==> config.mk <==
export PLATFORM = sky130hd
export DESIGN_NAME = peripheral_uart_rx_flat
export DESIGN_NICKNAME = d
export VERILOG_FILES = /design/src/rtl/peripheral_uart_rx_if.sv /design/src/rtl/peripheral_uart_rx.sv /design/src/flat_wrapper.sv
export SDC_FILE = /design/constraint.sdc
export NUM_CORES = 1
export LEC_CHECK = 0
export ABC_CLOCK_PERIOD_IN_PS = 5150
export BUFFER_PORTS_ARGS = -buffer_cell sky130_fd_sc_hd__buf_4
export CAP_MARGIN = 30
export CORE_MARGIN = 2
export CORE_UTILIZATION = 60
export DETAILED_ROUTE_END_ITERATION = 6
export GPL_ROUTABILITY_DRIVEN = 0
export GPL_TIMING_DRIVEN = 1
export PLACE_DENSITY = 0.76
export SLEW_MARGIN = 5
export SYNTH_ARGS = -nofsm -noshare
export SYNTH_HDL_FRONTEND = slang
export SYNTH_SLANG_ARGS = --single-unit
==> constraint.sdc <==
create_clock -name sys_clk_i -period 5.15 [get_ports sys_clk_i]
set_clock_uncertainty 0.2 [all_clocks]
set_input_delay 0.515 -clock sys_clk_i [delete_from_list [all_inputs] [get_ports sys_clk_i]]
set_output_delay 0.515 -clock sys_clk_i [all_outputs]
set_load 0.02 [all_outputs]
==> src/rtl/peripheral_uart_rx_if.sv <==
// J1 I/O bus view of the UART receiver peripheral.
//   cs     : chip-select from the top-level address decoder
//   addr   : register address (j1_io_addr[3:0])
//   rd/wr  : one-cycle read / write strobes
//   d_in   : write data from the J1
//   d_out  : registered read data towards the j1_io_din mux
//   rx_irq : receiver interrupt request
interface peripheral_uart_rx_if;
    logic        cs;
    logic [3:0]  addr;
    logic        rd;
    logic        wr;
    logic [15:0] d_in;
    logic [15:0] d_out;
    logic        rx_irq;

    modport master (output cs, addr, rd, wr, d_in, input d_out, rx_irq);
    modport slave  (input cs, addr, rd, wr, d_in, output d_out, rx_irq);
endinterface

==> src/rtl/peripheral_uart_rx.sv <==
// UART receiver peripheral: deserialises 8N1 frames from an asynchronous line and queues the
// bytes in a small FIFO that the J1 reads over its I/O bus.
//   sys_clk_i : system clock, rising edge
//   sys_rst_i : asynchronous active-low reset
//   uart_rx   : serial line, idle high, asynchronous to sys_clk_i
//   bus       : J1 register port (slave side), see peripheral_uart_rx_if
// Registers: 0x0 R DATA (pops), 0x2 R STATUS, 0x4 R LEVEL, 0x4 W CTRL (flush / clear flags).
module peripheral_uart_rx #(
    parameter int unsigned CLK_FREQ   = 50000000,
    parameter int unsigned BAUD       = 115200,
    parameter int unsigned FIFO_DEPTH = 8
) (
    input  logic                 sys_clk_i,
    input  logic                 sys_rst_i,
    input  logic                 uart_rx,
    peripheral_uart_rx_if.slave  bus
);

    localparam int unsigned BIT_CYC = CLK_FREQ / BAUD;
    localparam int unsigned CNT_W   = $clog2(BIT_CYC);
    localparam int unsigned PTR_W   = $clog2(FIFO_DEPTH);
    localparam int unsigned LVL_W   = PTR_W + 1;

    localparam logic [CNT_W-1:0] CntHalf = CNT_W'(BIT_CYC / 2 - 1);
    localparam logic [CNT_W-1:0] CntLast = CNT_W'(BIT_CYC - 1);
    localparam logic [LVL_W-1:0] LvlFull = LVL_W'(FIFO_DEPTH);

    localparam logic [1:0] StIdle  = 2'd0;
    localparam logic [1:0] StStart = 2'd1;
    localparam logic [1:0] StData  = 2'd2;
    localparam logic [1:0] StStop  = 2'd3;

    // Line synchroniser plus one delayed copy for falling-edge detection.
    logic sync1_q, sync2_q, prev_q;
    logic fall;

    always_ff @(posedge sys_clk_i or negedge sys_rst_i) begin
        if (!sys_rst_i) begin
            sync1_q <= 1'b1;
            sync2_q <= 1'b1;
            prev_q  <= 1'b1;
        end else begin
            sync1_q <= uart_rx;
            sync2_q <= sync1_q;
            prev_q  <= sync2_q;
        end
    end

    // Only an edge starts a frame, so a held break cannot retrigger.
    assign fall = prev_q & ~sync2_q;

    // Receive FSM.
    logic [1:0]       state_q, state_d;
    logic [CNT_W-1:0] cnt_q, cnt_d;
    logic [2:0]       idx_q, idx_d;
    logic [7:0]       shift_q, shift_d;
    logic             push_req, frame_set;

    always_comb begin
        state_d   = state_q;
        cnt_d     = cnt_q + CNT_W'(1);
        idx_d     = idx_q;
        shift_d   = shift_q;
        push_req  = 1'b0;
        frame_set = 1'b0;
        case (state_q)
            StIdle: begin
                cnt_d = '0;
                if (fall) state_d = StStart;
            end
            StStart: begin
                if (cnt_q == CntHalf) begin
                    cnt_d   = '0;
                    idx_d   = '0;
                    state_d = sync2_q ? StIdle : StData;
                end
            end
            StData: begin
                if (cnt_q == CntLast) begin
                    cnt_d   = '0;
                    shift_d = {sync2_q, shift_q[7:1]};
                    if (idx_q == 3'd7) state_d = StStop;
                    else               idx_d   = idx_q + 3'd1;
                end
            end
            StStop: begin
                if (cnt_q == CntLast) begin
                    cnt_d   = '0;
                    state_d = StIdle;
                    if (sync2_q) push_req  = 1'b1;
                    else         frame_set = 1'b1;
                end
            end
            default: state_d = StIdle;
        endcase
    end

    always_ff @(posedge sys_clk_i or negedge sys_rst_i) begin
        if (!sys_rst_i) begin
            state_q <= StIdle;
            cnt_q   <= '0;
            idx_q   <= '0;
            shift_q <= '0;
        end else begin
            state_q <= state_d;
            cnt_q   <= cnt_d;
            idx_q   <= idx_d;
            shift_q <= shift_d;
        end
    end

    // Bus decode.
    logic rd_sel, ctrl_wr, flush, clr_ov, clr_fe;
    assign rd_sel  = bus.cs & bus.rd;
    assign ctrl_wr = bus.cs & bus.wr & (bus.addr == 4'h4);
    assign flush   = ctrl_wr & bus.d_in[0];
    assign clr_ov  = ctrl_wr & bus.d_in[1];
    assign clr_fe  = ctrl_wr & bus.d_in[2];

    logic unused_d_in;
    assign unused_d_in = ^bus.d_in[15:3];

    // FIFO; occupancy is tracked by a counter so full/empty never need pointer compare.
    logic [7:0]       mem_q [FIFO_DEPTH];
    logic [PTR_W-1:0] wr_ptr_q, wr_ptr_d, rd_ptr_q, rd_ptr_d;
    logic [LVL_W-1:0] count_q, count_d;
    logic             ov_q, ov_d, fe_q, fe_d, irq_q;
    logic             empty, full, pop, do_push, ov_set;
    logic [15:0]      d_out_q, d_out_d;

    assign empty = (count_q == '0);
    assign full  = (count_q == LvlFull);
    assign pop   = rd_sel & (bus.addr == 4'h0) & ~empty;
    // A pop on the same edge frees the slot the push needs; a flush swallows the push silently.
    assign do_push = push_req & (~full | pop) & ~flush;
    assign ov_set  = push_req & full & ~pop & ~flush;

    always_comb begin
        wr_ptr_d = wr_ptr_q;
        rd_ptr_d = rd_ptr_q;
        count_d  = count_q;
        if (flush) begin
            wr_ptr_d = '0;
            rd_ptr_d = '0;
            count_d  = '0;
        end else begin
            if (do_push) wr_ptr_d = wr_ptr_q + PTR_W'(1);
            if (pop)     rd_ptr_d = rd_ptr_q + PTR_W'(1);
            case ({do_push, pop})
                2'b10:   count_d = count_q + LVL_W'(1);
                2'b01:   count_d = count_q - LVL_W'(1);
                default: count_d = count_q;
            endcase
        end
        // Set beats a same-edge clear.
        ov_d = ov_set | (ov_q & ~clr_ov);
        fe_d = frame_set | (fe_q & ~clr_fe);
    end

    always_comb begin
        d_out_d = d_out_q;
        if (rd_sel) begin
            case (bus.addr)
                4'h0:    d_out_d = empty ? 16'h0000 : {8'h00, mem_q[rd_ptr_q]};
                4'h2:    d_out_d = {11'b0, fe_q, ov_q, full, (state_q != StIdle), ~empty};
                4'h4:    d_out_d = 16'(count_q);
                default: d_out_d = 16'h0000;
            endcase
        end
    end

    always_ff @(posedge sys_clk_i or negedge sys_rst_i) begin
        if (!sys_rst_i) begin
            wr_ptr_q <= '0;
            rd_ptr_q <= '0;
            count_q  <= '0;
            ov_q     <= 1'b0;
            fe_q     <= 1'b0;
            irq_q    <= 1'b0;
            d_out_q  <= 16'h0000;
        end else begin
            wr_ptr_q <= wr_ptr_d;
            rd_ptr_q <= rd_ptr_d;
            count_q  <= count_d;
            ov_q     <= ov_d;
            fe_q     <= fe_d;
            irq_q    <= (count_d != '0) | ov_d | fe_d;
            d_out_q  <= d_out_d;
        end
    end

    // Storage needs no reset; occupancy count guards every read.
    always_ff @(posedge sys_clk_i) begin
        if (do_push) mem_q[wr_ptr_q] <= shift_q;
    end

    assign bus.d_out  = d_out_q;
    assign bus.rx_irq = irq_q;

endmodule

==> src/flat_wrapper.sv <==
// flat-port wrapper written by rule: the top's interface ports become plain ports
module peripheral_uart_rx_flat 
#(
    parameter int unsigned CLK_FREQ   = 50000000,
    parameter int unsigned BAUD       = 115200,
    parameter int unsigned FIFO_DEPTH = 8
)
  (sys_clk_i, sys_rst_i, uart_rx, bus_cs, bus_addr, bus_rd, bus_wr, bus_d_in, bus_d_out, bus_rx_irq);
  peripheral_uart_rx_if bus_i ();
  input  logic sys_clk_i;
  input  logic sys_rst_i;
  input  logic uart_rx;
  input wire logic [$bits(bus_i.cs)-1:0] bus_cs;
  input wire logic [$bits(bus_i.addr)-1:0] bus_addr;
  input wire logic [$bits(bus_i.rd)-1:0] bus_rd;
  input wire logic [$bits(bus_i.wr)-1:0] bus_wr;
  input wire logic [$bits(bus_i.d_in)-1:0] bus_d_in;
  output wire logic [$bits(bus_i.d_out)-1:0] bus_d_out;
  output wire logic [$bits(bus_i.rx_irq)-1:0] bus_rx_irq;
  assign bus_i.cs = bus_cs;
  assign bus_i.addr = bus_addr;
  assign bus_i.rd = bus_rd;
  assign bus_i.wr = bus_wr;
  assign bus_i.d_in = bus_d_in;
  assign bus_d_out = bus_i.d_out;
  assign bus_rx_irq = bus_i.rx_irq;
  peripheral_uart_rx #(.CLK_FREQ(CLK_FREQ), .BAUD(BAUD), .FIFO_DEPTH(FIFO_DEPTH)) u_core (.sys_clk_i(sys_clk_i), .sys_rst_i(sys_rst_i), .uart_rx(uart_rx), .bus(bus_i));
endmodule
Word level (Yosys, flattened, before mapping)
Memory sizes are Yosys's and may differ from the RTL's.
Index checks and enable logic that the tools add are counted.

storage, ports and cells
  flip-flop bits (word level) = 54
  memory bits (writable) = 64
  input port bits = 26
  logic and storage cells = 108
  memories kept = 1

memory list
  name          words  width  read ports  clocked after Yosys merged registers in  write ports  RTL line                   source
  u_core.mem_q  8      8      1           0                                        1            peripheral_uart_rx.sv:124  logic [7:0] mem_q [FIFO_DEPTH];

operators by class
  add/sub/neg operators = 6
  eq/ne operators = 17
  mux-type cells = 30
  bitwise logic cells = 28
  reductions and logical operators = 12

operators by type and width
  cell                   number
  $pmux W16 S3           1
  $pmux W9 S3            1
  $mux W3                7
  $mux W9                2
  $and A1 B1 Y1          16
  $mux W2                6
  $ne A2 B1 Y1 const B   5
  $add A3 B1 Y3 const B  3
  $add A9 B1 Y9 const B  1
  $eq A9 B8 Y1 const B   1
  $eq A9 B9 Y1 const B   1
  $logic_not A4 Y1       2
  $mux W1                8
  $mux W8                1
  $pmux W2 S4            1
  $pmux W4 S2            1
  $reduce_bool A2 Y1     4
  $not A1 Y1             7
  $eq A2 B2 Y1 const B   3
  $pmux W3 S2            1
  $or A1 B1 Y1           5
  $reduce_and A5 Y1      1
  $add A4 B1 Y4 const B  1
  $eq A2 B1 Y1 const B   2
  other kinds (12)       12

Logic depth before layout (Yosys ltp)
Gate-level depths: netlist (run 1).

  word-level depth = 12
  gate-level depth with buffers = 14
  depth with buffers taken out = 14

Least setup slack after synthesis (run 1)
No wires, ideal clock.

  path type = input-to-reg
  start point = in bus_addr[1]
  end point = reg u_core.irq_q (netlist: u_core.bus.rx_irq)
  library setup time = 0.064 ns
  arrival = 3.132 ns
  data required time = 4.886 ns
  path slack = 1.754 ns
  stages = 12
  cell sequence = or4_4 -> o211a_1 -> nor3_4 -> nand2_1 -> ha_1 -> xor2_1 -> ha_1 -> a21oi_1 -> xor2_1 -> or3_2 -> a21oi_1 -> a211o_1

between the ends
  longest elaborated chain between the ends = 12
  elaborated cells on any way between the ends = 28
  classes of those cells = eq/ne: 3; mux: 2; bitwise: 21; reduce/logical: 2

RTL lines
  item                                                 RTL line                   source
  start: declaration                                   flat_wrapper.sv:14         input wire logic [$bits(bus_i.addr)-1:0] bus_addr;
  $logic_not A4 Y1                                     peripheral_uart_rx.sv:133  assign pop = rd_sel & (bus.addr == 4'h0) & ~empty;
  $and A1 B1 Y1 (2 in a row)                           peripheral_uart_rx.sv:133
  $or A1 B1 Y1                                         peripheral_uart_rx.sv:135  assign do_push = push_req & (~full | pop) & ~flush;
  $and A1 B1 Y1 (2 in a row)                           peripheral_uart_rx.sv:135
  $eq A2 B1 Y1 / $eq A2 B2 Y1 (equally long branches)  peripheral_uart_rx.sv:149  case ({do_push, pop})
  $pmux W4 S2                                          peripheral_uart_rx.sv:149
  $mux W4 *                                            peripheral_uart_rx.sv:142  if (flush) begin
  net u_core.count_d[2]                                peripheral_uart_rx.sv:126  logic [LVL_W-1:0] count_q, count_d;
  $reduce_bool A4 Y1 *                                 peripheral_uart_rx.sv:187  irq_q <= (count_d != '0) | ov_d | fe_d;
  $or A1 B1 Y1 * (2 in a row)                          peripheral_uart_rx.sv:187
  end signal: assignment                               peripheral_uart_rx.sv:187
  end: declaration                                     peripheral_uart_rx.sv:127  logic ov_q, ov_d, fe_q, fe_d, irq_q;

Mark *: on every way through the listed nets, which the timed path passes. The rest lies on a longest branch.
A chain may end at the register's enable or synchronous reset.

Worst setup path in the final report (run 1)
  start point = reg u_core.cnt_q[1]
  end point = reg u_core.irq_q (netlist: u_core.bus.rx_irq)

between the ends
  longest elaborated chain between the ends = 11
  elaborated cells on any way between the ends = 19
  classes of those cells = eq/ne: 3; mux: 6; bitwise: 9; reduce/logical: 1

RTL lines
  item                                                 RTL line                   source
  start: declaration                                   peripheral_uart_rx.sv:54   logic [CNT_W-1:0] cnt_q, cnt_d;
  start signal: assignment                             peripheral_uart_rx.sv:106  cnt_q <= cnt_d;
  $eq A9 B9 Y1 *                                       peripheral_uart_rx.sv:87   if (cnt_q == CntLast) begin
  $mux W1 *                                            peripheral_uart_rx.sv:87
  $mux W1 *                                            peripheral_uart_rx.sv:66   case (state_q)
  $and A1 B1 Y1 * (2 in a row)                         peripheral_uart_rx.sv:135
  $eq A2 B1 Y1 / $eq A2 B2 Y1 (equally long branches)  peripheral_uart_rx.sv:149
  $pmux W4 S2 *                                        peripheral_uart_rx.sv:149
  $mux W4 *                                            peripheral_uart_rx.sv:142
  net u_core.count_d[2]                                peripheral_uart_rx.sv:126
  $reduce_bool A4 Y1 *                                 peripheral_uart_rx.sv:187
  $or A1 B1 Y1 * (2 in a row)                          peripheral_uart_rx.sv:187

Marks and branches as above.

==> results of run 1 <==
area by class of cell:
class | instances | area, µm²
multi-input combinational | 200 | 1640
inverter | 7 | 26.3
clock buffer | 9 | 124
clock inverter | 7 | 82.6
sequential | 110 | 3080
tap | 102 | 128
timing repair buffer | 24 | 190
fill | 539 | 2500
layer usage:
metal / share of wire / up-vias / GRT usage
met3: 0.050 / 9 / 0.0433
met5: 0 / - / 0
li1: - / 1274 / -
met2: 0.48 / 73 / 0.338
met4: 0.013 / 0 / 0.0749
met1: 0.45 / 1367 / 0.302
power groups by stage:
stage | sequential (mW) | combinational (mW) | clock [mW]
2_1_floorplan | 1.07 | 0.416 | 0
3_3_place_gp | 1.15 | 0.404 | 0
3_5_place_dp | 1.14 | 0.450 | 0
4_1_cts | 1.12 | 0.453 | 0.528
5_1_grt | 1.14 | 0.502 | 0.569
6_report | 1.12 | 0.449 | 0.519
cells by family after synthesis:
kind of cell             count (synthesis)
AO/OA/AOI/OAI                           40
XOR/XNOR                                15
adder cells (fa/ha/maj)                 10
buffers and inverters                   28
flip-flops                             110
multiplexers                            35
other                                    1
AND/OR/NAND/NOR                         92
worst paths after layout:
kind                                              endpoint  slack [ns]                 startpoint  cells past startpoint
max                            u_core.bus.rx_irq$_DFF_PN0_        1.71  u_core.cnt_q[1]$_DFF_PN0_                     14
min                               u_core.sync1_q$_DFF_PN1_        0.04                    uart_rx                      1
max reg2reg                    u_core.bus.rx_irq$_DFF_PN0_        1.71  u_core.cnt_q[1]$_DFF_PN0_                     14
min reg2reg                       u_core.sync2_q$_DFF_PN1_        0.16   u_core.sync1_q$_DFF_PN1_                      0
max in group asynchronous   u_core.wr_ptr_q[2]$_DFFE_PN0P_        3.87                  sys_rst_i                      2
min in group asynchronous  u_core.bus.d_out[6]$_DFFE_PN0N_        0.45                  sys_rst_i                      2
synth_stat cells (all sizes together), types with 2 or more instances:
cell	number	area (µm²)
a21oi	7	35.0
o2bb2ai	4	35.0
nand3	6	30.0
nand3b	2	15.0
mux2i	6	60.1
or3	2	13.8
nor4	2	12.5
ha	10	125
a221oi	3	26.3
xnor2	7	61.3
dfrtp	43	1080
mux2	13	146
nand2	22	82.6
xor2	8	70.1
clkbuf	5	18.8
buf	14	108
a22oi	3	22.5
dfstp	3	78.8
and2	2	12.5
inv	7	26.3
nand2b	2	12.5
nor3	5	36.3
clkdlybuf4s18	2	20.0
mux4	16	360
a31oi	3	18.8
edfxtp	64	1920
nor2	36	135
nor4b	3	47.5
nand4	3	18.8
o21ai	9	45.0
metrics by stage:
stage	hold slack, ns	std cells	setup slack, ns
finish	0.0409	459	1.71
global route	0.0143	459	1.43
CTS	0.0236	459	1.70
detailed placement	0.147	442	1.34
global placement	0.147	441	1.43
floorplan	0.0194	338	1.75
worst max-delay path: cells and delay by family (launching register included):
family                     cells  cell delay, ns
AOI/OAI and AO/OA              3            0.48
xor gates and xnor gates       2            0.27
adders and majority gates      3            0.58
buffers and inverters          1            0.08
DFF                            1            0.40
and+or+nand+nor                5            1.38
flip-flops by register name (all words and copies together), names as in the netlist, named ones only:
register	flops
u_core.fe_q	1
u_core.sync2_q	1
u_core.mem_q	64
u_core.count_q	4
u_core.prev_q	1
u_core.rd_ptr_q	3
u_core.sync1_q	1
u_core.bus.rx_irq	1
u_core.bus.d_out	8
u_core.cnt_q	9
u_core.ov_q	1
u_core.state_q	1
u_core.wr_ptr_q	3
u_core.shift_q	8
u_core.idx_q	3
==> impl_metrics.csv, run 1 <==
group,metric,value,unit
run_status,status,"completed",
setup_path,critPathMaxStageDelay,0.41,ns
clock_tree,postCtsHoldBufs,1,
pwr,power.leakage,1.98,nW
drt,post_drt_wl_per_cell,18.5,µm
finish,antennaDiodeCount,0,
timing,setup_violations,0,
die,die_h,94.0,µm
setup_path,path_max_fanout,5,
drt,vias,2723,
synth,synth_cell_types,56,
synth,yosysSeqAreaShare,0.634,
die,core.rowCount,32,
pwr,p_seq_frac,0.537,
setup_path,required,5.27,ns
grt,antenna_found_initial,0,
synth,synth_xor_area_frac,0.0271,
drt,dr.pass1.iters,4,
pwr,totalPowerFinal,2.09,mW
clock_tree,postCtsSetupBuffers,0,
synth,synthAdderAreaFrac,0.0258,
setup_path,crit_slowest_cell,"or3_2",
setup_path,crit_top_cell,"ha_1",
finish,finalNetCount,388,
clock_tree,clk_pin_slew,0.11,ns
pwr,power_frac_comb,0.215,
pwr,vdd_ir_drop_max,199,µV
synth,async_flop_share,0.418,
pwr,clkPwrFrac,0.248,
clock_tree,clock-root-buffer,"clkbuf_8",
timing,hold_viol,0,
clock_tree,htreeDepth,3,
clock_tree,cts_buffers,9,
finish,post-route-util,0.678,
grt,grt-ovfl-total,0,
clock_tree,clock_sink_count,110,
drt,drtIter0Drc,261,
clock_tree,post_cts_resize_count,0,
finish,drive_gt1_frac,0.232,
clock_tree,cts_tree,"yes",
die,start_util,0.625,
finish,most-common-layout-cells,"edfxtp_1 (64), dfrtp_1 (43), nor2_1 (36)",
synth,yosys_most_used_dff,"edfxtp_1",
pwr,p_int,1.44,mW
run,maxCapViolCount,0,
synth,synth-edff-count,64,
timing,fmax,0.291,GHz
setup_path,cp-end-kind,"flop",
timing,fin_tns_setup,0,ns
timing,finalCritPeriodShare,0.667,
die,die_area,8830,µm²
drt,drc,0,
clock_tree,clock_path_buffers,2,
synth,synth-compound-area-share,0.0611,
synth,synth_area,4860,µm²
setup_path,path_class,"flop to flop",
pwr,p_per_area,397,nW/µm²
drt,viasPerCell,5.93,
synth,ys_ff_latch,110,
placed_design,hpwl,5.60,mm
timing,min_period,3.44,ns
timing,max_slew_margin,0.390,
drt,ant_nets,0,
pwr,power_switching,0.650,mW
grt,grt_pass1_vias,2631,
clock_tree,clock_latency,0.38,ns
synth,synth-simple-area-share,0.0995,
finish,final_area,5270,µm²
synth,yosysWarningCount,0,
finish,area_growth,8.43,%
die,die_w,94.0,µm
synth,syn_avg_cell_area,14.7,µm²
pwr,p_sw_frac,0.311,
synth,synth_top_family_by_area,"multiplexers",
synth,synth.area.mux_share,0.117,
drt,drt-total-wl,8.48,mm
setup_path,critPathArrivalTime,3.56,ns
placed_design,port_buffers,21,
placed_design,post_dp_cell_area,5050,µm²
die,ios,43,
hold_path,hp-class,"input pin to flop",
grt,grt_use_total,0.215,
synth,synthCells,331,
timing,rsz0062_at_grt,"false",
setup_path,path_cells,"inv_1 -> ha_1 -> and4bb_2 -> nand3_1 -> nor3_4 -> nand2_1 -> ha_1 -> xor2_1 -> ha_1 -> a21oi_1 -> xor2_1 -> or3_2 -> a21oi_1 -> a211o_1",
finish,mostFrequentLayoutCell,"edfxtp_1",
timing,maxSlewViolCount,0,
grt,grt_max_degree,47,
timing,tightest_slew,0.911,ns
grt,grt_pass1_wl,13.9,mm
die,fp.coreArea,7770,µm²
setup_path,critPathLaunchType,"flop",
Note: power is estimated with default switching activity, not from simulation.
==> run 2, diff against run 1 <==
--- a/config.mk
+++ b/config.mk
@@ -5,15 +5,15 @@
 export SDC_FILE = /design/constraint.sdc
 export NUM_CORES = 1
 export LEC_CHECK = 0
-export ABC_CLOCK_PERIOD_IN_PS = 5150
+export ABC_CLOCK_PERIOD_IN_PS = 2850
 export BUFFER_PORTS_ARGS = -buffer_cell sky130_fd_sc_hd__buf_4
 export CAP_MARGIN = 30
 export CORE_MARGIN = 2
-export CORE_UTILIZATION = 60
+export CORE_UTILIZATION = 53
 export DETAILED_ROUTE_END_ITERATION = 6
 export GPL_ROUTABILITY_DRIVEN = 0
 export GPL_TIMING_DRIVEN = 1
-export PLACE_DENSITY = 0.76
+export PLACE_DENSITY = 0.71
 export SLEW_MARGIN = 5
 export SYNTH_ARGS = -nofsm -noshare
 export SYNTH_HDL_FRONTEND = slang
==> constraint.sdc (replaced) <==
create_clock -name sys_clk_i -period 2.85 [get_ports sys_clk_i]
set_clock_uncertainty 0.2 [all_clocks]
set_input_delay 0.285 -clock sys_clk_i [delete_from_list [all_inputs] [get_ports sys_clk_i]]
set_output_delay 0.285 -clock sys_clk_i [all_outputs]
set_load 0.02 [all_outputs]
==> impl_metrics.csv, run 2 (synthesis results as in run 1) <==
group,metric,value,unit
placed_design,dpl_worst_slack,-0.231,ns
placed_design,hpwl,6.38,mm
timing,max_slew_margin,0.610,
clock_tree,clock_sink_count,110,
die,die_area,9940,µm²
clock_tree,clk_pin_slew,0.10,ns
setup_path,path_class,"flop to flop",
pwr,p_per_area,710,nW/µm²
setup_path,required,2.91,ns
drt,drt-total-wl,9.27,mm
timing,tightest_slew,0.586,ns
grt,grt_pass1_wl,15.3,mm
setup_path,reg2regPathDepth,13,
drt,ant_nets,0,
die,ios,43,
finish,mostFrequentLayoutCell,"buf_4",
setup_path,critPathArrivalTime,2.90,ns
timing,rsz0062_at_grt,"true",
finish,largest_register,"u_core.mem_q",
finish,post-route-util,0.653,
timing,fmax,0.352,GHz
drt,vias,2897,
placed_design,port_buffers,21,
grt,use_met3,0.0302,
pwr,power.leakage,2.25,nW
grt,use_met1,0.283,
grt,use_met2,0.330,
clock_tree,clock_latency,0.36,ns
finish,most-common-layout-cells,"buf_4 (75), edfxtp_1 (64), dfrtp_1 (43)",
setup_path,regToRegSetupSlack,0.009,ns
setup_path,setup.worst_path.start,"u_core.cnt_q[1]$_DFF_PN0_",
pwr,vdd_ir_drop_max,352,µV
setup_path,rr_startpoint,"u_core.cnt_q[1]$_DFF_PN0_",
die,die_h,99.7,µm
clock_tree,cts_tree,"yes",
setup_path,r2r_end,"u_core.bus.rx_irq$_DFF_PN0_",
drt,viasPerCell,5.59,
run_status,status,"completed",
finish,drive_gt1_frac,0.346,
finish,largest_reg_flops,64,
grt,busiest_layer,"met2",
die,start_util,0.551,
clock_tree,clock-root-buffer,"clkbuf_8",
die,core.rowCount,34,
setup_path,cp-end-kind,"flop",
grt,grt-ovfl-total,0,
finish,stdcell_count,518,
setup_path,critPathLaunchType,"flop",
grt,grt_pass1_vias,2991,
die,fp.coreArea,8810,µm²
timing,min_period,2.84,ns
timing,maxSlewViolCount,0,
run,maxCapViolCount,0,
setup_path,critical_path.endpoint,"u_core.bus.rx_irq$_DFF_PN0_",
setup_path,path_max_fanout,2,
hold_path,hp-class,"input pin to flop",
clock_tree,cts_buffers,9,
grt,grt_use_total,0.203,
finish,final_area,5750,µm²
timing,hold_slack,0.0986,ns
drt,drtIter0Drc,157,
drt,dr.pass1.iters,4,
timing,hold_viol,0,
timing,finalCritPeriodShare,0.997,
grt,antenna_found_initial,0,
clock_tree,htreeDepth,3,
drt,post_drt_wl_per_cell,17.9,µm
placed_design,post_dp_cell_area,5430,µm²
finish,nFillCells,640,
finish,finalNetCount,441,
timing,setup_slack,0.00862,ns
finish,antennaDiodeCount,0,
grt,grt_max_degree,47,
drt,drc,0,
hold_path,min_path_cells,3,
finish,reg.largest.list,"u_core.mem_q (64), u_core.cnt_q (9)",
die,die_w,99.7,µm
placed_design,dp_cells,495,
clock_tree,clock_path_buffers,2,
timing,setup_violations,0,
finish,area_growth,18.4,%
-- run 2: changes by cell type in the layout (fill, tap and decap cells not counted), moves of 2 or more --
cell,before,now
buf_4,22,75
a21oi_1,7,5
a21oi_2,0,2
bufinv_16,0,2
clkinv_8,2,0
ha_1,10,8
ha_4,0,2
inv_8,3,1
-- run 2: layout make-up --
class	instances	area (µm²)	area share
inverters	7	26.3	0.00457
flip-flops and latches	110	3080	0.535
multi-input cells	200	1700	0.295
repair buffers	77	583	0.101
well taps	108	135	0.0235
clock buffers	11	141	0.0246
clock inverters	5	88.8	0.0155
-- run 2: worst min-delay path by stage --
stage | startpoint | slack (ns) | endpoint
after floorplan | sys_rst_i | -0.21 | async pin
after global placement | sys_rst_i | 0.14 | u_core.bus.d_out[6]$_DFFE_PN0N_
after detailed placement | sys_rst_i | 0.14 | u_core.bus.d_out[6]$_DFFE_PN0N_
after CTS | bus_d_in[1] | 0.09 | u_core.ov_q$_DFF_PN0_
after global routing | bus_d_in[2] | 0.10 | u_core.fe_q$_DFF_PN0_
final | bus_d_in[2] | 0.1 | u_core.fe_q$_DFF_PN0_
-- run 2: metrics by stage --
stage,total power [mW],setup TNS (ns)
6_report,4.08,0
5_1_grt,4.31,-0.179
3_3_place_gp,3.02,-0.307
4_1_cts,4.10,0
3_5_place_dp,3.04,-0.370
2_1_floorplan,2.70,-0.217
-- run 2: per-layer routing --
layer | vias to the layer above | share of wire
met3 | 14 | 0.039
li1 | 1365 | -
met4 | 0 | 0.014
met2 | 64 | 0.49
met1 | 1454 | 0.46
met5 | - | 0
-- run 2: what timing repair did --
item,4_1_cts,5_1_grt
setup endpoints to repair,2,2
hold buffers,2,0
setup buffers,2,3
pin swaps,4,1
gates resized for setup,4,2
endpoints found under the hold margin,44,0
-- run 2: worst max-delay path, stage by stage, from the launching register on --
cell and delay, ns:
dfrtp_1 0.40, inv_2 0.08, ha_4 0.12, and4bb_2 0.28
nand3_4 0.10, nor3_4 0.15, nand2_2 0.10, ha_4 0.16
xor2_1 0.13, ha_1 0.28, nor2_1 0.09, a221oi_1 0.07
or3_1 0.32, a211o_1 0.26
-- run 2: report_power, final --
group          switching [mW]  total [mW]  internal, mW
registers               0.117        1.91          1.80
logic                   0.514        1.12         0.605
clock network           0.517        1.05         0.532
==> run 3, diff against run 2 <==
--- a/config.mk
+++ b/config.mk
@@ -9,11 +9,13 @@
 export BUFFER_PORTS_ARGS = -buffer_cell sky130_fd_sc_hd__buf_4
 export CAP_MARGIN = 30
 export CORE_MARGIN = 2
-export CORE_UTILIZATION = 53
+export CORE_UTILIZATION = 55
+export CTS_BUF_LIST = sky130_fd_sc_hd__clkbuf_8
 export DETAILED_ROUTE_END_ITERATION = 6
 export GPL_ROUTABILITY_DRIVEN = 0
 export GPL_TIMING_DRIVEN = 1
-export PLACE_DENSITY = 0.71
+export MAX_ROUTING_LAYER = met4
+export PLACE_DENSITY = 0.73
 export SLEW_MARGIN = 5
 export SYNTH_ARGS = -nofsm -noshare
 export SYNTH_HDL_FRONTEND = slang
==> impl_metrics.csv, run 3 (synthesis results as in run 1) <==
group,metric,value,unit
run_status,status,"completed",
setup_path,path_cells,"inv_2 -> ha_1 -> and4bb_2 -> nand3_4 -> nor3_4 -> nand2_2 -> ha_4 -> xor2_1 -> ha_2 -> nor2_1 -> a221oi_1 -> or3_1 -> a211o_1",
setup_path,crit_slowest_cell,"dfrtp_1",
die,die_h,98.0,µm
setup_path,path_max_fanout,2,
finish,nFillCells,596,
timing,max_slew_margin,0.522,
clock_tree,clock_sink_count,110,
grt,grt_pass1_wl,15.4,mm
clock_tree,clk_pin_slew,0.10,ns
placed_design,dpl_worst_slack,-0.250,ns
setup_path,regToRegSetupSlack,0.01,ns
pwr,p_per_area,731,nW/µm²
drt,dr.pass1.iters,4,
placed_design,dp_cells,490,
die,die_w,98.0,µm
die,fp.coreArea,8640,µm²
finish,largest_reg_flops,64,
hold_path,min_from,"bus_d_in[2]",
grt,grt-ovfl-total,0,
timing,setup_slack,0.0147,ns
finish,reg.largest.list,"u_core.mem_q (64), u_core.cnt_q (9)",
placed_design,post_dp_cell_area,5390,µm²
die,ios,43,
drt,drt-total-wl,9.63,mm
setup_path,critPathArrivalTime,2.91,ns
drt,post_drt_wl_per_cell,18.8,µm
timing,hold_viol,0,
grt,busiest_layer,"met2",
placed_design,hpwl,6.39,mm
timing,maxSlewViolCount,0,
setup_path,rr_startpoint,"u_core.cnt_q[1]$_DFF_PN0_",
drt,drc,0,
setup_path,critPathMaxStageDelay,0.40,ns
finish,most-common-layout-cells,"buf_4 (68), edfxtp_1 (64), dfrtp_1 (43)",
drt,ant_nets,0,
timing,setup_violations,0,
grt,grt_max_degree,47,
setup_path,critPathLaunchType,"flop",
timing,finalCritPeriodShare,0.995,
placed_design,port_buffers,21,
grt,use_met3,0.0480,
setup_path,path_class,"flop to flop",
drt,viasPerCell,5.74,
die,start_util,0.562,
grt,use_met2,0.357,
grt,grt_pass1_vias,2972,
finish,final_area,5710,µm²
pwr,vdd_ir_drop_max,360,µV
timing,tightest_slew,0.708,ns
hold_path,min_path_cells,3,
finish,mostFrequentLayoutCell,"buf_4",
hold_path,hold_path_end,"u_core.fe_q$_DFF_PN0_",
drt,vias,2931,
drt,drtIter0Drc,189,
clock_tree,htreeDepth,3,
grt,use_met1,0.276,
run,maxCapViolCount,0,
grt,grt_use_total,0.219,
setup_path,cp-end-kind,"flop",
setup_path,reg2regPathDepth,13,
finish,antennaDiodeCount,0,
hold_path,hp-class,"input pin to flop",
finish,largest_register,"u_core.mem_q",
clock_tree,clock_path_buffers,2,
die,die_area,9600,µm²
clock_tree,cts_buffers,9,
setup_path,required,2.92,ns
setup_path,setup.worst_path.start,"u_core.cnt_q[1]$_DFF_PN0_",
grt,antenna_found_initial,0,
clock_tree,cts_tree,"yes",
setup_path,r2r_end,"u_core.bus.rx_irq$_DFF_PN0_",
timing,min_period,2.84,ns
timing,hold_slack,0.0745,ns
die,core.rowCount,34,
clock_tree,clock_latency,0.37,ns
pwr,power.leakage,2.23,nW
finish,drive_gt1_frac,0.335,
finish,stdcell_count,511,
timing,rsz0062_at_grt,"true",
finish,area_growth,17.7,%
finish,finalNetCount,434,
timing,fmax,0.353,GHz
clock_tree,clock-root-buffer,"clkbuf_8",
-- run 3: cell count changes in the layout (fill, tap and decap cells not counted), sizes merged --
cell    change
clkbuf      -1
inv         -1
clkinv      +1
bufinv      +1
buf         -7
-- run 3: how the worst max path moves through the flow --
stage / end / slack, ns / cells past startpoint
2_1_floorplan: u_core.bus.rx_irq$_DFF_PN0_ / -0.16 / 11
3_3_place_gp: u_core.bus.rx_irq$_DFF_PN0_ / -0.22 / 12
3_5_place_dp: u_core.bus.rx_irq$_DFF_PN0_ / -0.25 / 13
4_1_cts: u_core.bus.rx_irq$_DFF_PN0_ / 0.01 / 13
5_1_grt: u_core.bus.rx_irq$_DFF_PN0_ / -0.16 / 13
6_report: u_core.bus.rx_irq$_DFF_PN0_ / 0.01 / 13
-- run 3: cell type report --
type | count | area, µm² | area share
sequential | 110 | 3080 | 0.538
multi-input combinational | 200 | 1680 | 0.294
timing repair buffer | 70 | 531 | 0.0928
clock buffer | 10 | 138 | 0.0241
tap | 108 | 135 | 0.0236
clock inverter | 6 | 126 | 0.0221
inverter | 7 | 26.3 | 0.00460
-- run 3: where the power goes --
part | total, mW | switching [mW] | internal [mW]
combinational | 1.08 | 0.497 | 0.581
clock | 1.17 | 0.541 | 0.624
sequential | 1.93 | 0.138 | 1.80
-- run 3: worst max-delay path: cells and delay by family (launching register included) --
| kind | cells | cell delay [ns] |
|---|---|---|
| and+or+nand+nor | 6 | 1.05 |
| adders and majority gates | 3 | 0.60 |
| DFF | 1 | 0.40 |
| AOI/OAI and AO/OA | 2 | 0.29 |
| xor gates and xnor gates | 1 | 0.13 |
| buffers and inverters | 1 | 0.06 |
-- run 3: through the flow --
stage,power (mW),TNS (ns),utilization
2_1_floorplan,2.70,-0.217,-
3_3_place_gp,3.00,-0.326,0.625
4_1_cts,4.20,0,0.659
3_5_place_dp,3.03,-0.411,0.625
6_report,4.18,0,0.662
5_1_grt,4.38,-0.181,0.662
-- run 3: what timing repair did --
action                                  4_1_cts  5_1_grt
endpoints found under the setup margin        1        2
endpoints found under the hold margin        44        0
setup buffers                                 2        1
resized for setup                             1        3
pin swaps                                     4        5
hold buffers                                  2        0
-- run 3: routing by layer --
| layer | part of all wire | wire length, µm |
|---|---|---|
| met1 | 0.43 | 4140 |
| met2 | 0.51 | 4870 |
| met3 | 0.048 | 459 |
| met4 | 0.016 | 153 |
| met5 | 0 | 0 |
